### src/rtl/uart_buf_pkg.sv
// uart_buf_pkg: shared constants and state types for the UART rx replay controller
package uart_buf_pkg;
    localparam logic [7:0] ASCII_CR = 8'h0D;
    localparam logic [7:0] ASCII_LF = 8'h0A;
    typedef enum logic [2:0] {IDLE, REPLAY, CR, LF, FIN} rp_state_t;
    typedef enum logic [1:0] {SRC_NONE, SRC_RAM, SRC_CR, SRC_LF} rp_src_t;
endpackage

### src/rtl/replay_ram.sv
// replay_ram: circular capture store with full/overwrite policy and a registered read port
module replay_ram #(
    parameter int DW        = 8,
    parameter int DEPTH     = 16,
    parameter int AW        = $clog2(DEPTH),
    parameter int OVERWRITE = 1
) (
    input  logic          clk,
    input  logic          reset,
    input  logic          clr,
    input  logic          wr_en,
    input  logic [DW-1:0] wr_data,
    input  logic          rd_en,
    input  logic [AW-1:0] rd_addr,
    output logic [DW-1:0] rd_data,
    output logic [AW-1:0] rd_base,
    output logic [AW:0]   count,
    output logic          full,
    output logic          ovf
);
    logic [DW-1:0] mem_q [DEPTH];
    logic [DW-1:0] rd_data_q;
    logic [AW-1:0] wr_ptr_q, wr_ptr_d, rd_base_q, rd_base_d;
    logic [AW:0]   count_q, count_d;
    logic          do_wr;

    assign full  = count_q == (AW+1)'(DEPTH);
    assign ovf   = wr_en & ~clr & full;
    assign do_wr = wr_en & ~clr & (~full | (OVERWRITE != 0));

    // A write into a full buffer evicts the oldest entry, so the replay base slides with it.
    always_comb begin
        wr_ptr_d  = clr ? '0 : do_wr ? wr_ptr_q + AW'(1) : wr_ptr_q;
        rd_base_d = clr ? '0 : (do_wr & full) ? rd_base_q + AW'(1) : rd_base_q;
        count_d   = clr ? '0 : (do_wr & ~full) ? count_q + (AW+1)'(1) : count_q;
    end

    always_ff @(posedge clk) begin
        if (!reset) begin
            wr_ptr_q  <= '0;
            rd_base_q <= '0;
            count_q   <= '0;
        end else begin
            wr_ptr_q  <= wr_ptr_d;
            rd_base_q <= rd_base_d;
            count_q   <= count_d;
        end
    end

    always_ff @(posedge clk) begin
        if (do_wr) mem_q[wr_ptr_q] <= wr_data;
        if (rd_en) rd_data_q <= mem_q[rd_addr];
    end

    assign rd_data = rd_data_q;
    assign rd_base = rd_base_q;
    assign count   = count_q;
endmodule

### src/rtl/uart_rx_replay_ctl.sv
// uart_rx_replay_ctl: live UART rx forwarding with circular capture and non-destructive replay
module uart_rx_replay_ctl
    import uart_buf_pkg::*;
#(
    parameter int DW          = 8,
    parameter int DEPTH       = 16,
    parameter int AW          = $clog2(DEPTH),
    parameter int OVERWRITE   = 1,
    parameter int APPEND_CRLF = 1
) (
    input  logic          clk,
    input  logic          reset,
    input  logic [DW-1:0] rx_data,
    input  logic          rx_data_rdy,
    input  logic          capture,
    input  logic          replay,
    input  logic          erase,
    input  logic          getByte,
    output logic [DW-1:0] ur_rx_data,
    output logic          ur_rx_data_rdy,
    output logic          ur_done,
    output logic [AW:0]   ur_count,
    output logic          ur_full,
    output logic          ur_overrun
);
    localparam rp_state_t TAIL = (APPEND_CRLF != 0) ? CR : FIN;

    rp_state_t     state_q, state_d;
    rp_src_t       src_q, src_d;
    logic [AW-1:0] rd_ptr_q, rd_ptr_d;
    logic [AW:0]   rem_q, rem_d;
    logic [DW-1:0] hold_q, hold_d;
    logic          hold_vld_q, hold_vld_d;
    logic          ovr_q, ovr_d;
    logic          rd_en, wr_req, busy;
    logic [DW-1:0] ram_rd_data, rep_data;
    logic [AW-1:0] ram_rd_base;
    logic [AW:0]   ram_count;
    logic          ram_full, ram_ovf;

    assign wr_req = rx_data_rdy & capture;
    assign busy   = src_q != SRC_NONE;

    replay_ram #(.DW(DW), .DEPTH(DEPTH), .AW(AW), .OVERWRITE(OVERWRITE)) u_ram (
        .clk     (clk),
        .reset   (reset),
        .clr     (erase),
        .wr_en   (wr_req & (state_q == IDLE)),
        .wr_data (rx_data),
        .rd_en   (rd_en),
        .rd_addr (rd_ptr_q),
        .rd_data (ram_rd_data),
        .rd_base (ram_rd_base),
        .count   (ram_count),
        .full    (ram_full),
        .ovf     (ram_ovf)
    );

    // The last buffered read jumps straight to the trailer so output stays back-to-back.
    always_comb begin
        state_d  = state_q;
        src_d    = SRC_NONE;
        rd_ptr_d = rd_ptr_q;
        rem_d    = rem_q;
        rd_en    = 1'b0;
        if (replay) begin
            state_d  = REPLAY;
            rd_ptr_d = ram_rd_base;
            rem_d    = ram_count;
        end else begin
            case (state_q)
                REPLAY: begin
                    if (rem_q == '0) begin
                        state_d = TAIL;
                    end else if (getByte) begin
                        rd_en    = 1'b1;
                        src_d    = SRC_RAM;
                        rd_ptr_d = rd_ptr_q + AW'(1);
                        rem_d    = rem_q - (AW+1)'(1);
                        state_d  = (rem_q == (AW+1)'(1)) ? TAIL : REPLAY;
                    end
                end
                CR: if (getByte) begin
                    src_d   = SRC_CR;
                    state_d = LF;
                end
                LF: if (getByte) begin
                    src_d   = SRC_LF;
                    state_d = FIN;
                end
                FIN:     state_d = IDLE;
                default: state_d = IDLE;
            endcase
        end
        if (erase) begin
            state_d  = IDLE;
            src_d    = SRC_NONE;
            rd_ptr_d = '0;
            rem_d    = '0;
        end
    end

    // Live bytes that collide with replay output park in the hold register until a free cycle.
    always_comb begin
        hold_d     = rx_data_rdy ? rx_data : hold_q;
        hold_vld_d = ~erase & (busy ? (rx_data_rdy | hold_vld_q) : (hold_vld_q & rx_data_rdy));
        ovr_d      = ~erase & (ovr_q | ram_ovf | (wr_req & (state_q != IDLE))
                               | (busy & rx_data_rdy & hold_vld_q));
    end

    always_ff @(posedge clk) begin
        if (!reset) begin
            state_q    <= IDLE;
            src_q      <= SRC_NONE;
            rd_ptr_q   <= '0;
            rem_q      <= '0;
            hold_q     <= '0;
            hold_vld_q <= 1'b0;
            ovr_q      <= 1'b0;
        end else begin
            state_q    <= state_d;
            src_q      <= src_d;
            rd_ptr_q   <= rd_ptr_d;
            rem_q      <= rem_d;
            hold_q     <= erase ? '0 : hold_d;
            hold_vld_q <= hold_vld_d;
            ovr_q      <= ovr_d;
        end
    end

    assign rep_data = (src_q == SRC_RAM) ? ram_rd_data
                    : DW'((src_q == SRC_CR) ? ASCII_CR : ASCII_LF);

    assign ur_rx_data     = busy ? rep_data : hold_vld_q ? hold_q : rx_data_rdy ? rx_data : '0;
    assign ur_rx_data_rdy = busy | hold_vld_q | rx_data_rdy;
    assign ur_done        = (state_q == FIN) & ~erase;
    assign ur_count       = ram_count;
    assign ur_full        = ram_full;
    assign ur_overrun     = ovr_q;
endmodule

### config.mk
export PLATFORM = sky130hd
export DESIGN_NAME = uart_rx_replay_ctl
export DESIGN_NICKNAME = d
export VERILOG_FILES = /design/src/rtl/uart_buf_pkg.sv /design/src/rtl/replay_ram.sv /design/src/rtl/uart_rx_replay_ctl.sv
export SDC_FILE = /design/constraint.sdc
export NUM_CORES = 1
export LEC_CHECK = 0
export ABC_AREA = 1
export CAP_MARGIN = 25
export CORE_ASPECT_RATIO = 1.25
export CORE_MARGIN = 2
export CORE_UTILIZATION = 43
export DETAILED_ROUTE_END_ITERATION = 8
export GPL_TIMING_DRIVEN = 0
export PLACE_DENSITY_LB_ADDON = 0.1
export SLEW_MARGIN = 10
export SYNTH_ARGS = -nofsm -noshare
export SYNTH_HDL_FRONTEND = slang
export SYNTH_SLANG_ARGS = --single-unit
### constraint.sdc
create_clock -name clk -period 4.2 [get_ports clk]
set_input_delay 0.84 -clock clk [delete_from_list [all_inputs] [get_ports clk]]
set_output_delay 0.84 -clock clk [all_outputs]
set_load 0.02 [all_outputs]
==> metrics.md <==
| Metric | Value |
|---|---|
| Outcome | finished, final reports clean |
| Actual slew at the worst max-slew pin | about 960 ps |
| Register area share after synthesis | 63.3% |
| WL per Instance | ~19 um |
| Syn Nets | 769 |
| Total global routing track utilization | roughly 22% |
| Area of the die | about 19000 um2 |
| I/O Pins | 32 |
| Layout fillers | 1615 |
| Worst-path clk slew | around 60 ps |
| Post-place setup slack | 338 ps |
| DRT antenna net count | 0 |
| Max stage delay on crit path | between 1000 and 1500 ps |
| Critical Path RT | around 3400 ps |
| Max-cap violation count | 0 |
| CTS tree | yes |
| Root Driver | clkbuf_16 |
| Post-synth EDFFs | between 100 and 150 |
| N_diodes | 0 |
| Area after DPL | around 8200 um2 |
| Die W | 123 um |
| Fin area | 8730 um2 |
| Mean Syn Cell Area | between 10 and 15 um2 |
| Combinational Power Share | under 10% |
| CTS Buffer Depth | 2 |
| Skew final | 8.47 ps |
| H-tree depth | 4 |
| Hold Fails Final Rpt | 0 |
| Sw frac | between 20 and 25% |
| VDD IR max | around 260 uV |
| Initial antenna violation count | 0 |
| Post-Route Setup TNS | 0 ps |
| Setup-failing EPs final | 0 |
| Vias/cell | between 5 and 6 |
| Most frequent cells in the layout | 136 x nand2_1, 136 x edfxtp_1, 89 x inv_1 |
| CP Capture Type | primary output |
| First-pass GRT wire length | approximately 30 mm |
| Cell-internal power | about 2.7 mW |
| FP Rows | 54 |
| Core area | approximately 17000 um2 |
| IO buf count | 29 |
| Clk Latency, worst-skew pair | about 430 ps |
| DP HPWL | around 14 mm |
| Power per unit of standard cell area | approximately 400 nW/um2 |
| Synth area leaders | edfxtp_1 54%, dfxtp_1 9.7%, nand2_1 6.7% |
| Reg power frac | between 50% and 60% |
| Post-synth top area share | 53.6% |
| Gp weighted congestion | roughly 1 |
| Share of layout cells above drive strength 1 | 8.94% |
| Post-synthesis instance total | around 740 |
| LEAKAGE | between 3 and 4 nW |
| CTS sink cnt | 173 |
| Layout net count | 817 |
| Initial core utilization | 43.7% |
| Clock share of power | between 40% and 50% |
| Setup crit start kind | input pin |
| Top_reg_cell synth | edfxtp_1 |
| CP Cell Sequence | clkdlybuf4s50_1, nand2_1, a21oi_1, a31o_2, clkdlybuf4s50_1 |
| Tcrit/Tclk final | 91.7% |
| Area growth, synth to finish | 14.5% |
| Area of the mapped netlist | between 7000 and 8000 um2 |
| Maximum clock frequency | between 0.2 and 0.3 GHz |
| Total Power | approximately 3.5 mW |
| Setup ws final | 348 ps |
| CP Data Arrival Time | 3010 ps |
| Worst setup path class | in2out |
| Yosys cell types | 34 |
| DR DRC count | 0 |
| Critical path's slowest cell | clkdlybuf4s50_1 |
| Rel. slew slack | a little over a third |
| Die Ht | about 150 um |
| Unrepaired setup endpoints after global routing | no |
| CP Max Fanout | 17 |
| Overflow after GRT | 0 |
| Fin crit period | around 3900 ps |
| Switch Pwr | approximately 0.76 mW |
| Synth area leader | edfxtp_1 |
| Vias in the first global route | 5558 |
| Ys Warns | 0 |
| Final WL | about 20 mm |
| Worst path most repeated cell | clkdlybuf4s50_1 |
| Final Slew Violations | 0 |
| Hold_buf cts | 0 |
| Hold WC Path Type | reg2reg |
| CTS Buf Count | 17 |
| Post-cts resize count | 0 |
| Pre-Repair DR Iteration Count | 6 |
| Largest net degree at the start of global routing | 19 |
| Post-CTS Setup Bufs | 0 |
| Async set-reset flop share out of synthesis | 0% |
| Total number of vias | around 5500 |
| Iteration-0 DRC Markers | 471 |
| Number of synthesized register bits | 173 |
==> synth_stat cells, types with 2 or more instances <==
master and number:
inv_2 6, a31oi_1 3, clkbuf_1 9, o21ai_0 48
a21oi_1 71, buf_6 2, buf_2 19, edfxtp_1 136
dfxtp_1 37, nand2_1 136, nor2_1 35, nand4_1 4
xnor2_1 4, ha_1 10, inv_1 89, xor2_1 2
nor2_4 4, o211ai_1 32, a31o_2 4, nor3_1 4
nand3_1 71, nand2_2 2, nand2_4 2, buf_1 3
nor2_2 2
==> metrics by stage <==
| step | hold WS (ps) | util (%) | instances |
|---|---|---|---|
| 6_report | 459 | 50.1 | 1029 |
| 5_1_grt | 474 | 50.1 | 1029 |
| 4_1_cts | 460 | 50.1 | 1029 |
| 3_5_place_dp | 450 | 47.0 | 997 |
| 3_3_place_gp | 447 | 47.0 | 997 |
| 2_1_floorplan | 438 | - | 744 |
==> per-layer routing <==
layer  global-route usage (%)  share of wire, %  up-vias
met3                     4.66               4.9       42
met5                        0                 0        -
met2                     38.3                52      169
met1                     26.2                39     2636
met4                     10.8               3.9        0
li1                         -                 -     2659
==> worst max-delay path: cells and delay by family <==
kind	cells	cell delay [ps]
buf+inv	2	1640
simple gates	1	170
compound gates	2	360
==> registers in the layout, summed over array words and instances, names as in the netlist <==
signal,count
hold_q,8
hold_vld_q,1
rd_ptr_q,4
rem_q,5
src_q,2
state_q,3
u_ram.count,5
u_ram.mem_q,128
u_ram.rd_base,4
u_ram.rd_data,8
u_ram.wr_ptr_q,4
ur_overrun,1
==> power by group through the flow <==
| stage | registers (mW) | logic (mW) | clock network (mW) |
|---|---|---|---|
| floorplan | 1.90 | 0.0888 | 0 |
| global placement | 1.90 | 0.169 | 0 |
| detailed placement | 1.90 | 0.172 | 0 |
| CTS | 1.86 | 0.173 | 1.48 |
| global route | 1.86 | 0.188 | 1.55 |
| finish | 1.86 | 0.171 | 1.46 |
==> layout make-up <==
class / instances / area (um2) / share of cell area, %
buffer: 35 / 175 / 2.01
timing repair buffer: 29 / 290 / 3.33
sequential: 173 / 4820 / 55.3
multi-input combinational: 440 / 2260 / 25.9
inverter: 96 / 360 / 4.13
tap: 224 / 280 / 3.21
clock inverter: 9 / 90.1 / 1.03
clock buffer: 23 / 448 / 5.13
==> logic make-up (layout without fill, tap and decap cells) <==
| group | count (synthesis) | in the layout | synth area share, % |
|---|---|---|---|
| AND/OR/NAND/NOR | 264 | 264 | 15.5 |
| flip-flops | 173 | 173 | 63.3 |
| AO/OA/AOI/OAI | 160 | 160 | 11.8 |
| buffers and inverters | 131 | 192 | 7.03 |
| adder cells (fa/ha/maj) | 10 | 10 | 1.64 |
| XOR/XNOR | 6 | 6 | 0.690 |
==> worst paths after layout <==
check / cells after the start / endpoint / startpoint / slack, ps
worst min register to register: 2 / hold_q[7] / hold_q[7] / 460
worst min-delay path: 2 / hold_q[7] / hold_q[7] / 460
worst max-delay path: 5 / ur_rx_data[4] / rx_data[4] / 350
worst max register to register: 7 / u_ram.mem_q[0][1] / state_q[1] / 2070
Note: power is estimated with default switching activity, not from simulation.
